--- config.mk ---
export PLATFORM = sky130hd
export DESIGN_NAME = mc_ctrl_fsm
export DESIGN_NICKNAME = d
export VERILOG_FILES = /design/src/rtl/mc_ctrl_fsm_pkg.sv /design/src/rtl/mc_ctrl_fsm_timeout.sv /design/src/rtl/mc_ctrl_fsm.sv
export SDC_FILE = /design/constraint.sdc
export NUM_CORES = 1
export LEC_CHECK = 0
export CAP_MARGIN = 20
export CORE_AREA = 5 5 81 83
export DETAILED_ROUTE_END_ITERATION = 10
export DIE_AREA = 0 0 86 88
export MAX_ROUTING_LAYER = met4
export PLACE_DENSITY = 0.81
export SLEW_MARGIN = 5
export SYNTH_ARGS = -nofsm -noshare
export SYNTH_HDL_FRONTEND = slang
export SYNTH_SLANG_ARGS = --single-unit
export TNS_END_PERCENT = 1
--- constraint.sdc ---
create_clock -name clk -period 2.76 [get_ports clk]
set_input_delay 0.276 -clock clk [delete_from_list [all_inputs] [get_ports clk]]
set_output_delay 0.276 -clock clk [all_outputs]
set_load 0.02 [all_outputs]
--- src/rtl/mc_ctrl_fsm_pkg.sv ---
// Shared opcode constants, state encodings and next-PC select codes for the multi-cycle controller.
package mc_ctrl_fsm_pkg;

  localparam logic [5:0] OP_JUMP = 6'h02;
  localparam logic [5:0] OP_BEQ  = 6'h04;
  localparam logic [5:0] OP_ADD  = 6'h20;
  localparam logic [5:0] OP_SUB  = 6'h22;
  localparam logic [5:0] OP_LDW  = 6'h23;
  localparam logic [5:0] OP_AND  = 6'h24;
  localparam logic [5:0] OP_OR   = 6'h25;
  localparam logic [5:0] OP_XOR  = 6'h26;
  localparam logic [5:0] OP_SLT  = 6'h2A;
  localparam logic [5:0] OP_SDW  = 6'h2B;

  typedef enum logic [2:0] {
    ST_FETCH  = 3'd0,
    ST_DECODE = 3'd1,
    ST_EXEC   = 3'd2,
    ST_MEM    = 3'd3,
    ST_WB     = 3'd4,
    ST_FAULT  = 3'd7
  } state_e;

  typedef enum logic [1:0] {
    PC_SEQ = 2'd0,
    PC_BR  = 2'd1,
    PC_JMP = 2'd2
  } pc_sel_e;

  function automatic logic is_known_op(input logic [5:0] op);
    case (op)
      OP_ADD, OP_SUB, OP_AND, OP_OR, OP_XOR, OP_SLT,
      OP_LDW, OP_SDW, OP_BEQ, OP_JUMP: return 1'b1;
      default:                         return 1'b0;
    endcase
  endfunction

endpackage

--- src/rtl/mc_ctrl_fsm_timeout.sv ---
// Memory wait-cycle counter: saturates at MAX and flags expiry; MAX = 0 never expires.
module mc_ctrl_timeout #(
  parameter int unsigned MAX = 255
) (
  input  logic clk_i,
  input  logic rst_n_i,
  input  logic clr_i,
  input  logic en_i,
  output logic expired_o
);

  localparam int unsigned W = (MAX == 0) ? 1 : $clog2(MAX + 1);
  localparam logic [W-1:0] LIM = W'(MAX);

  logic [W-1:0] cnt_q, cnt_d;

  assign expired_o = (MAX != 0) && (cnt_q == LIM);

  always_comb begin
    cnt_d = cnt_q;
    if (clr_i)
      cnt_d = '0;
    else if (en_i && !expired_o)
      cnt_d = cnt_q + W'(1);
  end

  always_ff @(posedge clk_i or negedge rst_n_i) begin
    if (!rst_n_i) cnt_q <= '0;
    else          cnt_q <= cnt_d;
  end

endmodule

--- src/rtl/mc_ctrl_fsm.sv ---
// Multi-cycle CPU control FSM (FETCH/DECODE/EXEC/MEM/WB/FAULT) with memory timeout and retire counter.
// ILLEGAL_TRAP_EN: when defined, unknown opcodes trap to FAULT; otherwise they retire as NOPs.
module mc_ctrl_fsm
  import mc_ctrl_fsm_pkg::*;
#(
  parameter int unsigned CNT_W       = 32,
  parameter int unsigned TIMEOUT_CYC = 255
) (
  input  logic             clk,
  input  logic             rst_n,
  input  logic [5:0]       ir_opcode,
  input  logic             zf,
  input  logic             mem_ack,
  output logic             mem_req,
  output logic             mem_we,
  output logic             addr_sel,
  output logic             ir_we,
  output logic [5:0]       alu_opcode,
  output logic             alu_src_imm,
  output logic             pc_we,
  output logic [1:0]       pc_sel,
  output logic             reg_we,
  output logic             wb_sel,
  output logic             fault,
  output logic [2:0]       state_o,
  output logic [CNT_W-1:0] retired
);

  state_e           state_q, state_d;
  logic [CNT_W-1:0] retired_q, retired_d;
  logic             ack, waiting, expired, retire;

  // Qualify by rst_n so a request or ack action cannot leak out while reset is held.
  assign ack     = mem_ack & rst_n;
  assign waiting = (state_q == ST_FETCH) || (state_q == ST_MEM);

  mc_ctrl_timeout #(.MAX(TIMEOUT_CYC)) u_timeout (
    .clk_i     (clk),
    .rst_n_i   (rst_n),
    .clr_i     (!waiting || ack),
    .en_i      (waiting),
    .expired_o (expired)
  );

  always_comb begin
    state_d     = state_q;
    retire      = 1'b0;
    mem_req     = 1'b0;
    mem_we      = 1'b0;
    addr_sel    = 1'b0;
    ir_we       = 1'b0;
    alu_opcode  = '0;
    alu_src_imm = 1'b0;
    pc_we       = 1'b0;
    pc_sel      = PC_SEQ;
    reg_we      = 1'b0;
    wb_sel      = 1'b0;
    case (state_q)
      ST_FETCH: begin
        mem_req = rst_n & !expired;
        if (ack) begin
          ir_we   = 1'b1;
          pc_we   = 1'b1;
          state_d = ST_DECODE;
        end else if (expired) begin
          state_d = ST_FAULT;
        end
      end
      ST_DECODE: begin
        alu_opcode = ir_opcode;
        if (is_known_op(ir_opcode)) begin
          state_d = ST_EXEC;
        end else begin
`ifdef ILLEGAL_TRAP_EN
          state_d = ST_FAULT;
`else
          state_d = ST_FETCH;
          retire  = 1'b1;
`endif
        end
      end
      ST_EXEC: begin
        alu_opcode  = ir_opcode;
        alu_src_imm = (ir_opcode == OP_LDW) || (ir_opcode == OP_SDW);
        case (ir_opcode)
          OP_LDW, OP_SDW: state_d = ST_MEM;
          OP_BEQ: begin
            pc_sel  = PC_BR;
            pc_we   = zf;
            retire  = 1'b1;
            state_d = ST_FETCH;
          end
          OP_JUMP: begin
            pc_sel  = PC_JMP;
            pc_we   = 1'b1;
            retire  = 1'b1;
            state_d = ST_FETCH;
          end
          default: state_d = ST_WB;
        endcase
      end
      ST_MEM: begin
        mem_req  = rst_n & !expired;
        addr_sel = 1'b1;
        mem_we   = (ir_opcode == OP_SDW);
        if (ack) begin
          if (ir_opcode == OP_SDW) begin
            retire  = 1'b1;
            state_d = ST_FETCH;
          end else begin
            state_d = ST_WB;
          end
        end else if (expired) begin
          state_d = ST_FAULT;
        end
      end
      ST_WB: begin
        reg_we  = 1'b1;
        wb_sel  = (ir_opcode == OP_LDW);
        retire  = 1'b1;
        state_d = ST_FETCH;
      end
      default: state_d = ST_FAULT;
    endcase
    retired_d = retire ? retired_q + CNT_W'(1) : retired_q;
  end

  always_ff @(posedge clk or negedge rst_n) begin
    if (!rst_n) begin
      state_q   <= ST_FETCH;
      retired_q <= '0;
    end else begin
      state_q   <= state_d;
      retired_q <= retired_d;
    end
  end

  assign fault   = (state_q == ST_FAULT);
  assign state_o = state_q;
  assign retired = retired_q;

endmodule
# Yosys cells after proc, flatten, opt, wreduce, memory -nomap -nowiden
# Index checks and enable logic that the tools add are counted.
# classes
n_reduce_logical,13
n_bitwise,2
add_sub_neg,2
eq_ne,16
n_mux,29
# ops
op,n
"6-bit equality test, second input constant",8
"32-bit by 1-bit adder with 32-bit output, second input constant",1
8-bit 2-to-1 mux,2
3-bit one-hot mux with 5 select lines,1
1-bit 2-to-1 mux,14
3-bit 2-to-1 mux,4
10-bit OR reduction,1
"8-bit by 1-bit adder with 8-bit output, second input constant",1
"8-bit equality test, second input constant",1
2-bit OR reduction,4
"3-bit by 2-bit equality test with 1-bit output, second input constant",2
"3-bit equality test, second input constant",2
"6-bit by 2-bit equality test with 1-bit output, second input constant",1
"6-bit by 3-bit equality test with 1-bit output, second input constant",1
6-bit 2-to-1 mux,1
3-bit one-hot mux with 2 select lines,1
2-bit 2-to-1 mux,2
1-bit one-hot mux with 2 select lines,2
1-bit one-hot mux with 4 select lines,1
2-bit one-hot mux with 2 select lines,1
"3-bit by 1-bit equality test with 1-bit output, second input constant",1
3-bit zero test,1
1-bit logical OR,3
1-bit AND,2
3 further kinds,4
# word_totals
out_inout_bits,52
wordCells,65
input_bits,10
regBits,43

# Depth between registers and ports, before layout
# logic_depth
ltp_word,6
mapped_depth,7
depth_no_buf,6

# Modules after synthesis
# Synthesis repeated with hierarchy kept, for this count alone.
# hier_totals
hier_cells,260
area_unflattened_um2,2549.9
# modules_own_cells
module,cells_per_inst,instances,area_each_um2,seq_area_each_um2
mc_ctrl_fsm,213,1,2080.7,875.8
mc_ctrl_timeout,47,1,469.2,200.2

# Worst setup path after synthesis
# OpenSTA, ideal clock, no wires.
# synth_timing
path_kind,reg-to-reg
from,"register state_q[0], in the netlist state_o[0]"
to,"register retired_q[19], in the netlist retired[19]"
setup_ns,0.080
path_stages_with_launch,7
n_path_buf,2
arrival_ns,2.299
required_time_ns,2.680
path_slack_ns,0.381
synth_period_minus_slack_ns,2.379
cell_sequence,dfrtp_1 clkbuf_1 nor3b_1 a221oi_2 buf_2 a2111oi_2 xor2_1
# synth_between
elab_chain_cells,2
elab_cells_between_ends,5
classes_between,4 x eq/ne; 1 x mux
# synth_lines
element,line_no,source
"start, declared",mc_ctrl_fsm.sv:29,"state_e state_q, state_d;"
"start signal, assigned",mc_ctrl_fsm.sv:133,state_q <= state_d;
3-bit equality test (tied with other cells),mc_ctrl_fsm.sv:58,case (state_q)
1-bit one-hot mux with 4 select lines (*),mc_ctrl_fsm.sv:58,
"end signal, assigned",mc_ctrl_fsm.sv:134,retired_q <= retired_d;
"end, declared",mc_ctrl_fsm.sv:30,"logic [CNT_W-1:0] retired_q, retired_d;"
# Every way passes the cells marked *; elsewhere a longest branch is shown, timed or not.
# A chain may end at the register's enable or synchronous reset.

# Worst setup path after layout
# layout_timing
from,"register state_q[0], in the netlist state_o[0]"
to,output mem_we
# layout_between
elab_chain_cells,2
# layout_lines
element,line_no,source
3-bit by 2-bit equality test with 1-bit output,mc_ctrl_fsm.sv:58,
1-bit 2-to-1 mux,mc_ctrl_fsm.sv:58,
"end, declared",mc_ctrl_fsm.sv:15,"output logic mem_we,"
# No other way between the ends.

==> summary.txt <==
Outcome
  – Outcome: finished, final reports clean

Yosys
  – Cell Area, Synth: roughly 0.0025 mm²
  – Count of cell types in the netlist: between 40 and 50
  – Synth Flop Type: dfrtp_1
  – Number of synthesized flops with an enable pin: 0
  – Fraction of registers with async set/reset: 1.00
  – Sequential cell area fraction in the yosys report: 0.427
  – Seq cells post-synth: 43
  – Cells after synthesis: 265
  – Post-Synthesis Net Count: ~280
  – Avg Synthesized Cell Area: about 9.5 µm²
  – Synth Warn #: 0

Global route
  – Global-route wire length before repair: approximately 10,000 µm
  – Tot GR Track Use: 0.169
  – Initial antenna violation count: 0
  – Largest net degree at the start of global routing: 39
  – Total congestion overflow: 0
  – Number of global-route vias before repair: a little over 2,000

Route
  – DR vias: about 2,200
  – Wire per inst: approximately 15 µm
  – DR iter-0 viols: ~150
  – ANT nets after route: 0
  – Routed Wire Length: between 5000 and 6000 µm
  – TritonRoute pass-1 iters: 4
  – DRC: 0
  – DR vias/cell: ~5.4

Floorplan
  – Die Width: approximately 86 µm
  – Starting density of the core: 0.435
  – Vert. Die Dim: just under 90 µm
  – Io pins: 62
  – Die ar.: around 0.0076 mm²
  – Rows: 28
  – Core area: slightly below 0.006 mm²

Clock tree
  – Root Driver: clkbuf_8
  – CTS sink count: 43
  – CTS tree: done
  – CTS Buffer Depth: 2
  – Htree depth: 2
  – CTS clk-pin slew, worst paths: 0.08 ns
  – Skew-Pair Late Insertion Delay: just under 0.3 ns
  – Post-CTS Setup Bufs: 0
  – CTS buffer count: 5

Place
  – Number of port buffers: 61
  – GP Congestion: around 0.86
  – Post-place instance area: between 0.003 and 0.004 mm²
  – HPWL Detailed: ~4400 µm

Setup path
  – Slowest-stage cell, CP: clkdlybuf4s50_1
  – WP data arrival: around 2.3 ns
  – Crit path max-delay family: buffers and inverters
  – Bufs and invs on worst path: 1
  – Critical Path RT: 2.48 ns
  – Critical Path, Cell by Cell: nand3b_1 -> nor3_1 -> clkdlybuf4s50_1
  – Crit path kind: flip-flop to primary output
  – Worst setup SP type: flip-flop
  – CP max FO: 16
  – Crit path capture type: primary output
  – Max stage delay on crit path: 0.70 ns

STA
  – Setup violators final: 0
  – Final Slew Violations: 0
  – Fmax: between 300 and 400 MHz
  – RSZ-0062 raised after global routing: false
  – Final hold vios: 0
  – Worst-Margin Slew: 0.641 ns
  – Clock skew: around 0.0077 ns
  – Max-Slew Margin vs Limit: 0.572
  – Fin crit share: 0.945
  – Setup_tns: 0 ns
  – Min Tclk post-route: between 2 and 3 ns

Power and ir drop
  – Internal Power: 1.22 mW
  – Static Leak: between 1 and 1.5 nW
  – Clock network fraction of design power: 0.342
  – Switching share of total power: 0.278
  – Net Sw Power: between 0.4 and 0.5 mW
  – Power per cell area: about 500 mW/mm²
  – Logic pwr share: 0.205
  – Worst vdd ir: roughly 0.33 mV
  – Part of the power in registers: 0.453

Final layout
  – Share of cells above drive strength 1: 0.0762
  – Most frequent cells in the layout: 60 x clkdlybuf4s50_1, 43 x dfrtp_1, 29 x xor2_1, 22 x nor2_1, 21 x nand2_1
  – Syn-to-layout area delta: 34.0%
  – Sequential cell area: between 0.001 and 0.0015 mm²
  – Filler instances: 480
  – Final Net Count: 339
  – Commonest non-fill, non-tap cell in the layout: clkdlybuf4s50_1
  – ANT cells: 0
  – Final instance area: approximately 0.0034 mm²
  – Area of the multi-input gates: about 0.0014 mm²

Run
  – Max Cap Viol: 0

Hold path
  – Hold Path Class: primary input to asynchronous set/reset pin
## power by group through the flow
stage | clock [mW] | sequential [mW] | combinational (mW)
detailed placement | 0 | 0.775 | 0.346
global route | 0.610 | 0.777 | 0.378
global placement | 0 | 0.774 | 0.340
floorplan | 0 | 0.826 | 0.113
finish | 0.576 | 0.763 | 0.346
CTS | 0.585 | 0.764 | 0.349
## registers in the layout, indices dropped and copies added (netlist names)
register / count
retired: 32
state_o: 3
u_timeout.cnt_q: 8
## repair_timing
action,4_1_cts,5_1_grt
endpoints found under the setup margin,0,1
hold buffers,1,0
gates resized for setup,0,1
hold endpoints to repair,5,0
## synthesized netlist by cell type (2+ instances only)
library cell	n	area, µm²
o21ai_0	3	15.0
a211oi_1	13	97.6
xor2_1	29	254
and3_1	3	18.8
xnor2_1	9	78.8
a2111oi_2	8	120
nor4_1	4	25.0
ha_1	2	25.0
nand4_1	9	56.3
nor3_1	10	50.1
nor3b_1	3	22.5
dfrtp_1	43	1080
buf_2	4	20.0
buf_1	2	7.51
nor2_1	22	82.6
inv_1	8	30.0
a21oi_1	10	50.1
nand3b_1	5	37.5
or3_1	2	12.5
nand3_1	13	65.1
o22ai_1	2	12.5
nor2b_1	4	25.0
clkbuf_1	6	22.5
and2_1	9	56.3
nand2_1	21	78.8
nand2b_1	4	25.0
and3b_1	2	17.5
## worst reg2reg max path: stages, from the launching register on
cell and delay (ns):
dfrtp_1 0.65, nand3b_1 0.21, nor3_1 0.48, a221oi_4 0.12
buf_12 0.20, a2111oi_2 0.42, xor2_1 0.19
## layout make-up
type / instances / area share
multi-input cells: 201 / 0.405
flip-flops and latches: 43 / 0.319
repair buffers: 68 / 0.200
well taps: 75 / 0.0278
clock buffers: 6 / 0.0215
clock inverters: 2 / 0.0178
inverters: 8 / 0.00890
## layer usage
layer | vias to the layer above | GRT usage | wire length, µm
li1 | 1073 | - | -
met1 | 1068 | 0.229 | 2870
met2 | 43 | 0.263 | 2900
met3 | 2 | 0.0310 | 189
met4 | 0 | 0.0403 | 24
met5 | - | - | 0
## cell families (layout without fill, tap and decap cells)
kind of cell	after synthesis	in the layout	synth area share
flip-flops	43	43	0.427
AO/OA/AOI/OAI	46	46	0.152
AND/OR/NAND/NOR	113	113	0.234
buffers and inverters	21	84	0.0363
XOR/XNOR	38	38	0.132
multiplexers	2	2	0.00845
adder cells (fa/ha/maj)	2	2	0.00994
## per-stage QoR
step	util	setup slack, ns	std cells	total power [mW]	hold slack, ns
after floorplan	-	0.381	265	0.939	-0.0196
after global placement	0.558	0.248	394	1.11	0.120
after detailed placement	0.558	0.188	394	1.12	0.124
after CTS	0.582	0.162	403	1.70	0.335
after global routing	0.584	0.00876	403	1.77	0.353
final	0.584	0.153	403	1.69	0.346
## final timing paths
check	startpoint	end	slack, ns	depth (start not counted)
min	rst_n	u_timeout.cnt_q[3]	0.35	2
max in group asynchronous	rst_n	retired[28]	1.70	3
max reg2reg	state_o[0]	retired[28]	0.41	6
min reg2reg	retired[31]	retired[31]	0.48	1
max	state_o[0]	mem_we	0.15	3
min in group clk	retired[31]	retired[31]	0.48	1
Note: power is estimated with default switching activity, not from simulation.
